===== config.mk =====
export PLATFORM = sky130hd
export DESIGN_NAME = apb_sram_arb_flat
export DESIGN_NICKNAME = d
export VERILOG_FILES = /design/src/rtl/apb_sram_arb_if.sv /design/src/rtl/apb_sram_arb.sv /design/src/flat_wrapper.sv
export SDC_FILE = /design/constraint.sdc
export NUM_CORES = 1
export LEC_CHECK = 0
export BUFFER_PORTS_ARGS = -buffer_cell sky130_fd_sc_hd__buf_2
export CAP_MARGIN = 20
export CORE_AREA = 2 2 94 96
export CTS_BUF_LIST = sky130_fd_sc_hd__clkbuf_4 sky130_fd_sc_hd__clkbuf_8 sky130_fd_sc_hd__clkbuf_16
export DETAILED_ROUTE_END_ITERATION = 10
export DIE_AREA = 0 0 96 98
export HOLD_SLACK_MARGIN = 0.08
export PLACE_DENSITY_LB_ADDON = 0.3
export REMOVE_ABC_BUFFERS = 1
export SLEW_MARGIN = 5
export SYNTH_ARGS = -nofsm -noshare
export SYNTH_HDL_FRONTEND = slang
export SYNTH_SLANG_ARGS = --single-unit

===== constraint.sdc =====
create_clock -name clk -period 1.2 [get_ports clk]
set_input_delay 0.06 -clock clk [delete_from_list [all_inputs] [get_ports clk]]
set_output_delay 0.06 -clock clk [all_outputs]
set_load 0.005 [all_outputs]

===== src/rtl/apb_sram_arb_if.sv =====
// rtl/apb_sram_arb_if.sv - two-master APB bundle plus shared slave-side APB bus
interface apb_sram_arb_if #(
  parameter int ADDR_W = 12,
  parameter int DATA_W = 32
);
  logic              psel_m0, penable_m0, pwrite_m0;
  logic [ADDR_W-1:0] paddr_m0;
  logic [DATA_W-1:0] pwdata_m0, prdata_m0;
  logic              pready_m0, pslverr_m0;

  logic              psel_m1, penable_m1, pwrite_m1;
  logic [ADDR_W-1:0] paddr_m1;
  logic [DATA_W-1:0] pwdata_m1, prdata_m1;
  logic              pready_m1, pslverr_m1;

  logic              s_psel, s_penable, s_pwrite;
  logic [ADDR_W-1:0] s_paddr;
  logic [DATA_W-1:0] s_pwdata, s_prdata;
  logic              s_pready;

  // arbiter view: completer towards both masters, requester on the slave bus
  modport slave (
    input  psel_m0, penable_m0, pwrite_m0, paddr_m0, pwdata_m0,
    output prdata_m0, pready_m0, pslverr_m0,
    input  psel_m1, penable_m1, pwrite_m1, paddr_m1, pwdata_m1,
    output prdata_m1, pready_m1, pslverr_m1,
    output s_psel, s_penable, s_pwrite, s_paddr, s_pwdata,
    input  s_prdata, s_pready
  );

  // environment view: both masters and the SRAM slave
  modport master (
    output psel_m0, penable_m0, pwrite_m0, paddr_m0, pwdata_m0,
    input  prdata_m0, pready_m0, pslverr_m0,
    output psel_m1, penable_m1, pwrite_m1, paddr_m1, pwdata_m1,
    input  prdata_m1, pready_m1, pslverr_m1,
    input  s_psel, s_penable, s_pwrite, s_paddr, s_pwdata,
    output s_prdata, s_pready
  );
endinterface


===== src/rtl/apb_sram_arb.sv =====
// rtl/apb_sram_arb.sv - round-robin 2:1 APB arbiter; optional access timeout under APB_SRAM_ARB_TIMEOUT_EN
module apb_sram_arb #(
  parameter int ADDR_W  = 12,
  parameter int DATA_W  = 32,
  parameter int TIMEOUT = 16
) (
  input  logic         clk,
  input  logic         rstn,
  apb_sram_arb_if.slave bus
);

  localparam logic [1:0] ST_IDLE   = 2'd0;
  localparam logic [1:0] ST_SETUP  = 2'd1;
  localparam logic [1:0] ST_ACCESS = 2'd2;

  logic [1:0] state_q, state_d;
  logic       grant_q, grant_d;
  logic       last_q, last_d;
  logic       timeout_hit;
  logic       done;
  logic       active;
  logic       in_access;

`ifdef APB_SRAM_ARB_TIMEOUT_EN
  localparam int CNT_W = (TIMEOUT > 1) ? $clog2(TIMEOUT) : 1;

  logic [CNT_W-1:0] cnt_q, cnt_d;

  assign timeout_hit = (state_q == ST_ACCESS) && !bus.s_pready &&
                       (cnt_q == CNT_W'(TIMEOUT - 1));

  // wait-state counter: cleared while entering ACCESS, counts stalled ACCESS cycles
  always_comb begin
    cnt_d = cnt_q;
    if (state_q == ST_SETUP) begin
      cnt_d = '0;
    end else if (state_q == ST_ACCESS && !bus.s_pready && !timeout_hit) begin
      cnt_d = cnt_q + 1'b1;
    end
  end

  // counter register
  always_ff @(posedge clk) begin
    if (!rstn) begin
      cnt_q <= '0;
    end else begin
      cnt_q <= cnt_d;
    end
  end
`else
  assign timeout_hit = 1'b0;
`endif

  assign done = bus.s_pready || timeout_hit;

  // next state, grant latch in IDLE and last-served pointer update on completion
  always_comb begin
    state_d = state_q;
    grant_d = grant_q;
    last_d  = last_q;
    case (state_q)
      ST_IDLE: begin
        if (bus.psel_m0 || bus.psel_m1) begin
          state_d = ST_SETUP;
          grant_d = (bus.psel_m0 && bus.psel_m1) ? ~last_q : bus.psel_m1;
        end
      end
      ST_SETUP: begin
        state_d = ST_ACCESS;
      end
      ST_ACCESS: begin
        if (done) begin
          state_d = ST_IDLE;
          last_d  = grant_q;
        end
      end
      default: begin
        state_d = ST_IDLE;
      end
    endcase
  end

  // state registers; pointer resets to 1 so master 0 wins the first tie
  always_ff @(posedge clk) begin
    if (!rstn) begin
      state_q <= ST_IDLE;
      grant_q <= 1'b0;
      last_q  <= 1'b1;
    end else begin
      state_q <= state_d;
      grant_q <= grant_d;
      last_q  <= last_d;
    end
  end

  // outputs are masked while rstn is low so an aborted transfer never completes
  assign active    = rstn && (state_q != ST_IDLE);
  assign in_access = rstn && (state_q == ST_ACCESS);

  // slave bus: controls from state, address/data muxed from the granted master
  always_comb begin
    bus.s_psel    = active;
    bus.s_penable = in_access;
    bus.s_paddr   = '0;
    bus.s_pwrite  = 1'b0;
    bus.s_pwdata  = '0;
    if (active) begin
      if (grant_q) begin
        bus.s_paddr  = bus.paddr_m1;
        bus.s_pwrite = bus.pwrite_m1;
        bus.s_pwdata = bus.pwdata_m1;
      end else begin
        bus.s_paddr  = bus.paddr_m0;
        bus.s_pwrite = bus.pwrite_m0;
        bus.s_pwdata = bus.pwdata_m0;
      end
    end
  end

  // master responses: only the granted master sees pready; read data gated by it
  always_comb begin
    bus.pready_m0  = in_access && !grant_q && done;
    bus.pready_m1  = in_access &&  grant_q && done;
    bus.pslverr_m0 = bus.pready_m0 && timeout_hit;
    bus.pslverr_m1 = bus.pready_m1 && timeout_hit;
    bus.prdata_m0  = (bus.pready_m0 && !timeout_hit) ? bus.s_prdata : '0;
    bus.prdata_m1  = (bus.pready_m1 && !timeout_hit) ? bus.s_prdata : '0;
  end

endmodule


===== src/flat_wrapper.sv =====
// flat-port wrapper written by rule: the top's interface ports become plain ports
module apb_sram_arb_flat 
#(
  parameter int ADDR_W  = 12,
  parameter int DATA_W  = 32,
  parameter int TIMEOUT = 16
)
  (clk, rstn, bus_psel_m0, bus_penable_m0, bus_pwrite_m0, bus_paddr_m0, bus_pwdata_m0, bus_prdata_m0, bus_pready_m0, bus_pslverr_m0, bus_psel_m1, bus_penable_m1, bus_pwrite_m1, bus_paddr_m1, bus_pwdata_m1, bus_prdata_m1, bus_pready_m1, bus_pslverr_m1, bus_s_psel, bus_s_penable, bus_s_pwrite, bus_s_paddr, bus_s_pwdata, bus_s_prdata, bus_s_pready);
  apb_sram_arb_if #(.ADDR_W(ADDR_W), .DATA_W(DATA_W)) bus_i ();
  input  logic clk;
  input  logic rstn;
  input wire logic [$bits(bus_i.psel_m0)-1:0] bus_psel_m0;
  input wire logic [$bits(bus_i.penable_m0)-1:0] bus_penable_m0;
  input wire logic [$bits(bus_i.pwrite_m0)-1:0] bus_pwrite_m0;
  input wire logic [$bits(bus_i.paddr_m0)-1:0] bus_paddr_m0;
  input wire logic [$bits(bus_i.pwdata_m0)-1:0] bus_pwdata_m0;
  output wire logic [$bits(bus_i.prdata_m0)-1:0] bus_prdata_m0;
  output wire logic [$bits(bus_i.pready_m0)-1:0] bus_pready_m0;
  output wire logic [$bits(bus_i.pslverr_m0)-1:0] bus_pslverr_m0;
  input wire logic [$bits(bus_i.psel_m1)-1:0] bus_psel_m1;
  input wire logic [$bits(bus_i.penable_m1)-1:0] bus_penable_m1;
  input wire logic [$bits(bus_i.pwrite_m1)-1:0] bus_pwrite_m1;
  input wire logic [$bits(bus_i.paddr_m1)-1:0] bus_paddr_m1;
  input wire logic [$bits(bus_i.pwdata_m1)-1:0] bus_pwdata_m1;
  output wire logic [$bits(bus_i.prdata_m1)-1:0] bus_prdata_m1;
  output wire logic [$bits(bus_i.pready_m1)-1:0] bus_pready_m1;
  output wire logic [$bits(bus_i.pslverr_m1)-1:0] bus_pslverr_m1;
  output wire logic [$bits(bus_i.s_psel)-1:0] bus_s_psel;
  output wire logic [$bits(bus_i.s_penable)-1:0] bus_s_penable;
  output wire logic [$bits(bus_i.s_pwrite)-1:0] bus_s_pwrite;
  output wire logic [$bits(bus_i.s_paddr)-1:0] bus_s_paddr;
  output wire logic [$bits(bus_i.s_pwdata)-1:0] bus_s_pwdata;
  input wire logic [$bits(bus_i.s_prdata)-1:0] bus_s_prdata;
  input wire logic [$bits(bus_i.s_pready)-1:0] bus_s_pready;
  assign bus_i.psel_m0 = bus_psel_m0;
  assign bus_i.penable_m0 = bus_penable_m0;
  assign bus_i.pwrite_m0 = bus_pwrite_m0;
  assign bus_i.paddr_m0 = bus_paddr_m0;
  assign bus_i.pwdata_m0 = bus_pwdata_m0;
  assign bus_prdata_m0 = bus_i.prdata_m0;
  assign bus_pready_m0 = bus_i.pready_m0;
  assign bus_pslverr_m0 = bus_i.pslverr_m0;
  assign bus_i.psel_m1 = bus_psel_m1;
  assign bus_i.penable_m1 = bus_penable_m1;
  assign bus_i.pwrite_m1 = bus_pwrite_m1;
  assign bus_i.paddr_m1 = bus_paddr_m1;
  assign bus_i.pwdata_m1 = bus_pwdata_m1;
  assign bus_prdata_m1 = bus_i.prdata_m1;
  assign bus_pready_m1 = bus_i.pready_m1;
  assign bus_pslverr_m1 = bus_i.pslverr_m1;
  assign bus_s_psel = bus_i.s_psel;
  assign bus_s_penable = bus_i.s_penable;
  assign bus_s_pwrite = bus_i.s_pwrite;
  assign bus_s_paddr = bus_i.s_paddr;
  assign bus_s_pwdata = bus_i.s_pwdata;
  assign bus_i.s_prdata = bus_s_prdata;
  assign bus_i.s_pready = bus_s_pready;
  apb_sram_arb #(.ADDR_W(ADDR_W), .DATA_W(DATA_W), .TIMEOUT(TIMEOUT)) u_core (.clk(clk), .rstn(rstn), .bus(bus_i));
endmodule

* After elaboration in Yosys (flattened, before gate mapping)
Cells that the tools add are included.
** Cells by class
- Eq/ne operators :: 4
- Muxes and demuxes :: 12
- Bitwise operators :: 1
- Reduce and logical (&&, ||, !) cells :: 14
** Operator list (count)
- 2-to-1 mux 32 bit :: 4
- 2-to-1 mux 12 bit :: 2
- logical AND 1 bit :: 7
- case mux 2 bit (3 select lines) :: 1
- AND reduction 2 bit :: 3
- 2-to-1 mux 2 bit :: 2
- 2-to-1 mux 1 bit :: 3
- == test 2 x 1 -> 1 bit (second input constant) :: 1
- == test 2 bit (second input constant) :: 1
- zero test 2 bit :: 1
- inequality test 2 x 1 -> 1 bit (second input constant) :: 1
- inequality test 2 bit (second input constant) :: 1
- nonzero test 2 bit :: 1
- zero test 1 bit :: 1
- logical OR 1 bit :: 1
- inverter 1 bit :: 1
** Storage, ports and cells
- Flip-flop bits (word level) :: 4
- Input port bits :: 129
- Output and inout bits :: 115
- Word-level logic and storage cells :: 34

* Longest topological paths before layout
- Depth in word-level cells :: 5
- Mapped depth :: 5
- Mapped depth without buffers :: 2

* Worst setup path after synthesis
Ideal clock, no wire load.
- Path type :: flip-flop to flip-flop
- From :: register u_core.state_q[1]
- To :: register u_core.grant_q
- Setup time :: 0.117 ns
- Arrival :: 1.018 ns
- Data required time :: 1.083 ns
- Setup slack :: 0.064 ns
- Stages on the path, launching flop included :: 4
- Path buffers :: 1
- Clock period less this slack :: 1.136 ns
- Cells stage by stage :: dfxtp_1 > buf_6 > or3b_1 > a32o_1
** Between the ends
- Cells in the longest elaborated chain, start to end :: 2
** Ends and longest elaborated chain
- start, declared :: line apb_sram_arb.sv:16 : logic [1:0] state_q, state_d;
- start signal, assigned :: line apb_sram_arb.sv:90 : state_q <= state_d;
- zero test 2 bit :: line apb_sram_arb.sv:61 : case (state_q)
- AND reduction 2 bit (no source line)
- end signal, assigned :: line apb_sram_arb.sv:91 : grant_q <= grant_d;
- end, declared :: line apb_sram_arb.sv:17 : logic grant_q, grant_d;
Every way passes these cells.
A chain may end at the register's enable or synchronous reset.

* Worst setup path in the final report
- From :: register u_core.grant_q
- To :: output port bus_s_paddr[8]
** Between the ends
- Cells in the longest elaborated chain, start to end :: 2
** Ends and longest elaborated chain
- 2-to-1 mux 12 bit :: line apb_sram_arb.sv:108 : if (grant_q) begin
- 2-to-1 mux 12 bit :: line apb_sram_arb.sv:107 : if (active) begin
- end, declared :: line flat_wrapper.sv:31 : output wire logic [$bits(bus_i.s_paddr)-1:0] bus_s_paddr;
Every way passes these cells.

==> metrics.txt <==
Setup Viol. Count Final=114; Root Buffer=clkbuf_8; Initial DRC Count=32; RR Startpoint=u_core.state_q[1]; Worst R2R Path Depth=4; Initial DRT Pass Iterations=4; max-slew violations=0; first-pass GRT wire length=10,300 um; post-synthesis sequential area ratio=0.0492; largest net degree at the start of global routing=45; GRT Overall Usage=0.133; CTS buffer count=3; port bufs=239; DP HPWL=5690 um; Core Area=8470 um2; clk sink count=4; clock latency on the worst-skew pair=220 ps; Setup CP Type=reg2out; Syn Inst Count=238; top cells by area, synth=mux2i_1 28%, nor3_2 18%, nor2_1 11%; Clock transition at path regs=40 ps; Crit. Startpoint=u_core.grant_q; share of cells above drive strength 1=0.754; Initial Utilization=0.192; HP Class=in2reg; Worst VDD drop=306 uV; Synth top cells by count=47 x nor2_1, 45 x mux2i_1, 35 x nor3_1; Fin Clk Skew=5.52 ps; wl on met1=3050 um; Power Dens Cells=460 nW/um2; Vias/cell=4.35; status=finished, violations left; Distinct cells, synth=25; ANT nets after route=0; dominant synthesized flop cell=dfxtp_1; Net count, final=621; Mapped Area=1630 um2; number of flops mapped to enable cells by yosys=0; Hold Path Stages=3; CTS H-tree lvls=1; GP Congestion=0.800; failing checks=setup timing; Yosys reg bits=4; period utilization=1.20; post-place setup slack=-20.2 ps; vias in the first global route=2,197; Fin. Hold Viols=0; Die Y=98 um; Area Overhead vs Synth=131%; CP max FO=11; Hold Startpoint=bus_psel_m1; DR vias=2,603; Max-Cap Viols=0; leakage=2.08 nW; RSZ-0062 raised after global routing=true; largest area contributor in the netlist=mux2i_1; Critical Path RT=1140 ps; metal3 WL=719 um; met2 wire length=4560 um; final setup margin=-239 ps; Min Clock Period, post-route=1440 ps; Setup TNS=-20,090 ps; highest routed metal layer=met4; row cnt=34; Crit. End Element=output pin; Post-route DRC=0; critical path's slowest cell=dfxtp_4; Critical Path, Cell by Cell=buf_16 -> mux2i_1 -> nor2_4 -> buf_2; most frequent cell after synthesis=nor2_1; antenna violations before repair=0; final WL=8350 um; DIE WIDTH=96 um; Fmax achieved=695 MHz; Synth Warn #=0; number of primary I/O pins=244; Die Area=9410 um2; CP max stage delay=460 ps; crit path DAT=1380 ps; async set-reset flop share out of synthesis=0; syn_area_per_cell=6.84 um2; area fraction of the dominant cell type after synthesis=0.277; crit path launch type=register; Antenna diodes=0; CTS tree=yes; Clock Path Buffers=2; final hold slack=165 ps; total gr overflow=0; Avg WL per Cell=13.9 um
==> worst paths after layout <==
kind	to	slack (ps)
worst max-delay path	bus_s_paddr[8]	-240
worst min-delay path	u_core.state_q[0]	170
worst max register to register	u_core.grant_q	-150
worst min register to register	u_core.last_q	520
==> critical path, delay by kind of cell, from the launching register on <==
kind	cells	cell delay, ps
buf+inv	2	310
flops	1	460
mux	1	320
simple gates	1	60
==> cell type report <==
class,count,area (um2)
Multi-Input combinational cell,174,1590
Fill cell,865,4710
Clock buffer,4,48.8
Tap cell,108,135
Sequential cell,4,88.8
Timing Repair Buffer,275,1770
Inverter,34,128
==> state kept, by name (all words and copies together) (netlist names) <==
signal          count
u_core.grant_q      1
u_core.last_q       1
u_core.state_q      2
==> per-stage QoR <==
step,utilization,area [um2],power (mW),instances
3_3_place_gp,0.349,2950,1.02,572
6_report,0.444,3750,1.73,599
3_5_place_dp,0.349,2950,1.03,572
2_1_floorplan,-,1450,0.585,211
5_1_grt,0.444,3750,1.85,599
4_1_cts,0.379,3210,1.48,581
==> power by group <==
| part | internal [mW] | leakage (nW) | total, mW | switching (mW) |
|---|---|---|---|---|
| combinational | 0.644 | 2.02 | 1.22 | 0.579 |
| clock | 0.250 | 0.0262 | 0.332 | 0.0812 |
| sequential | 0.145 | 0.0346 | 0.172 | 0.0273 |
| total | 1.04 | 2.08 | 1.73 | 0.688 |
==> cell usage in the layout (no fill, tap or decap) <==
cell type and count:
buf_2 239, nor3_2 52, mux2i_1 35, inv_1 32, nor2_1 30, nor2_4 10, buf_6 10, nor3_1 9
buf_4 9, nor2_2 7, clkbuf_16 7, mux2i_2 6, buf_12 6, nor3_4 4, mux2i_4 4, clkbuf_8 3
buf_16 3, nand4b_4 2, inv_2 2, nor3b_1 2, nor2b_1 2, conb_1 2, dfxtp_4 2, o21ai_4 1
and3b_1 1, o21ai_0 1, or3b_1 1, a21boi_0 1, a32o_1 1, nand3b_1 1, a2bb2oi_1 1, o21a_1 1
clkbuf_4 1, buf_8 1, dfxtp_1 1, dfxtp_2 1
==> timing repair <==
action | 4_1_cts | 5_1_grt
setup endpoints to repair | 112 | 113
gates resized for setup | 29 | 61
buffers inserted | 3 | 9
cloned | 2 | 9
pin swaps | 3 | 10
hold buffers | 0 | 0
==> logic make-up after synthesis <==
group,count (synthesis),share of synthesized area
compound gates,6,0.0338
buf+inv,62,0.191
mux,45,0.277
simple gates,120,0.447
other cells,1,0.00230
flops,4,0.0492
==> per-layer routing <==
layer | up-vias | track usage
met5 | - | 0
met4 | 0 | 0.0198
met3 | 4 | 0.0170
met2 | 144 | 0.263
met1 | 1164 | 0.149
li1 | 1291 | -
No activity file was read; power rests on OpenSTA's default activity.
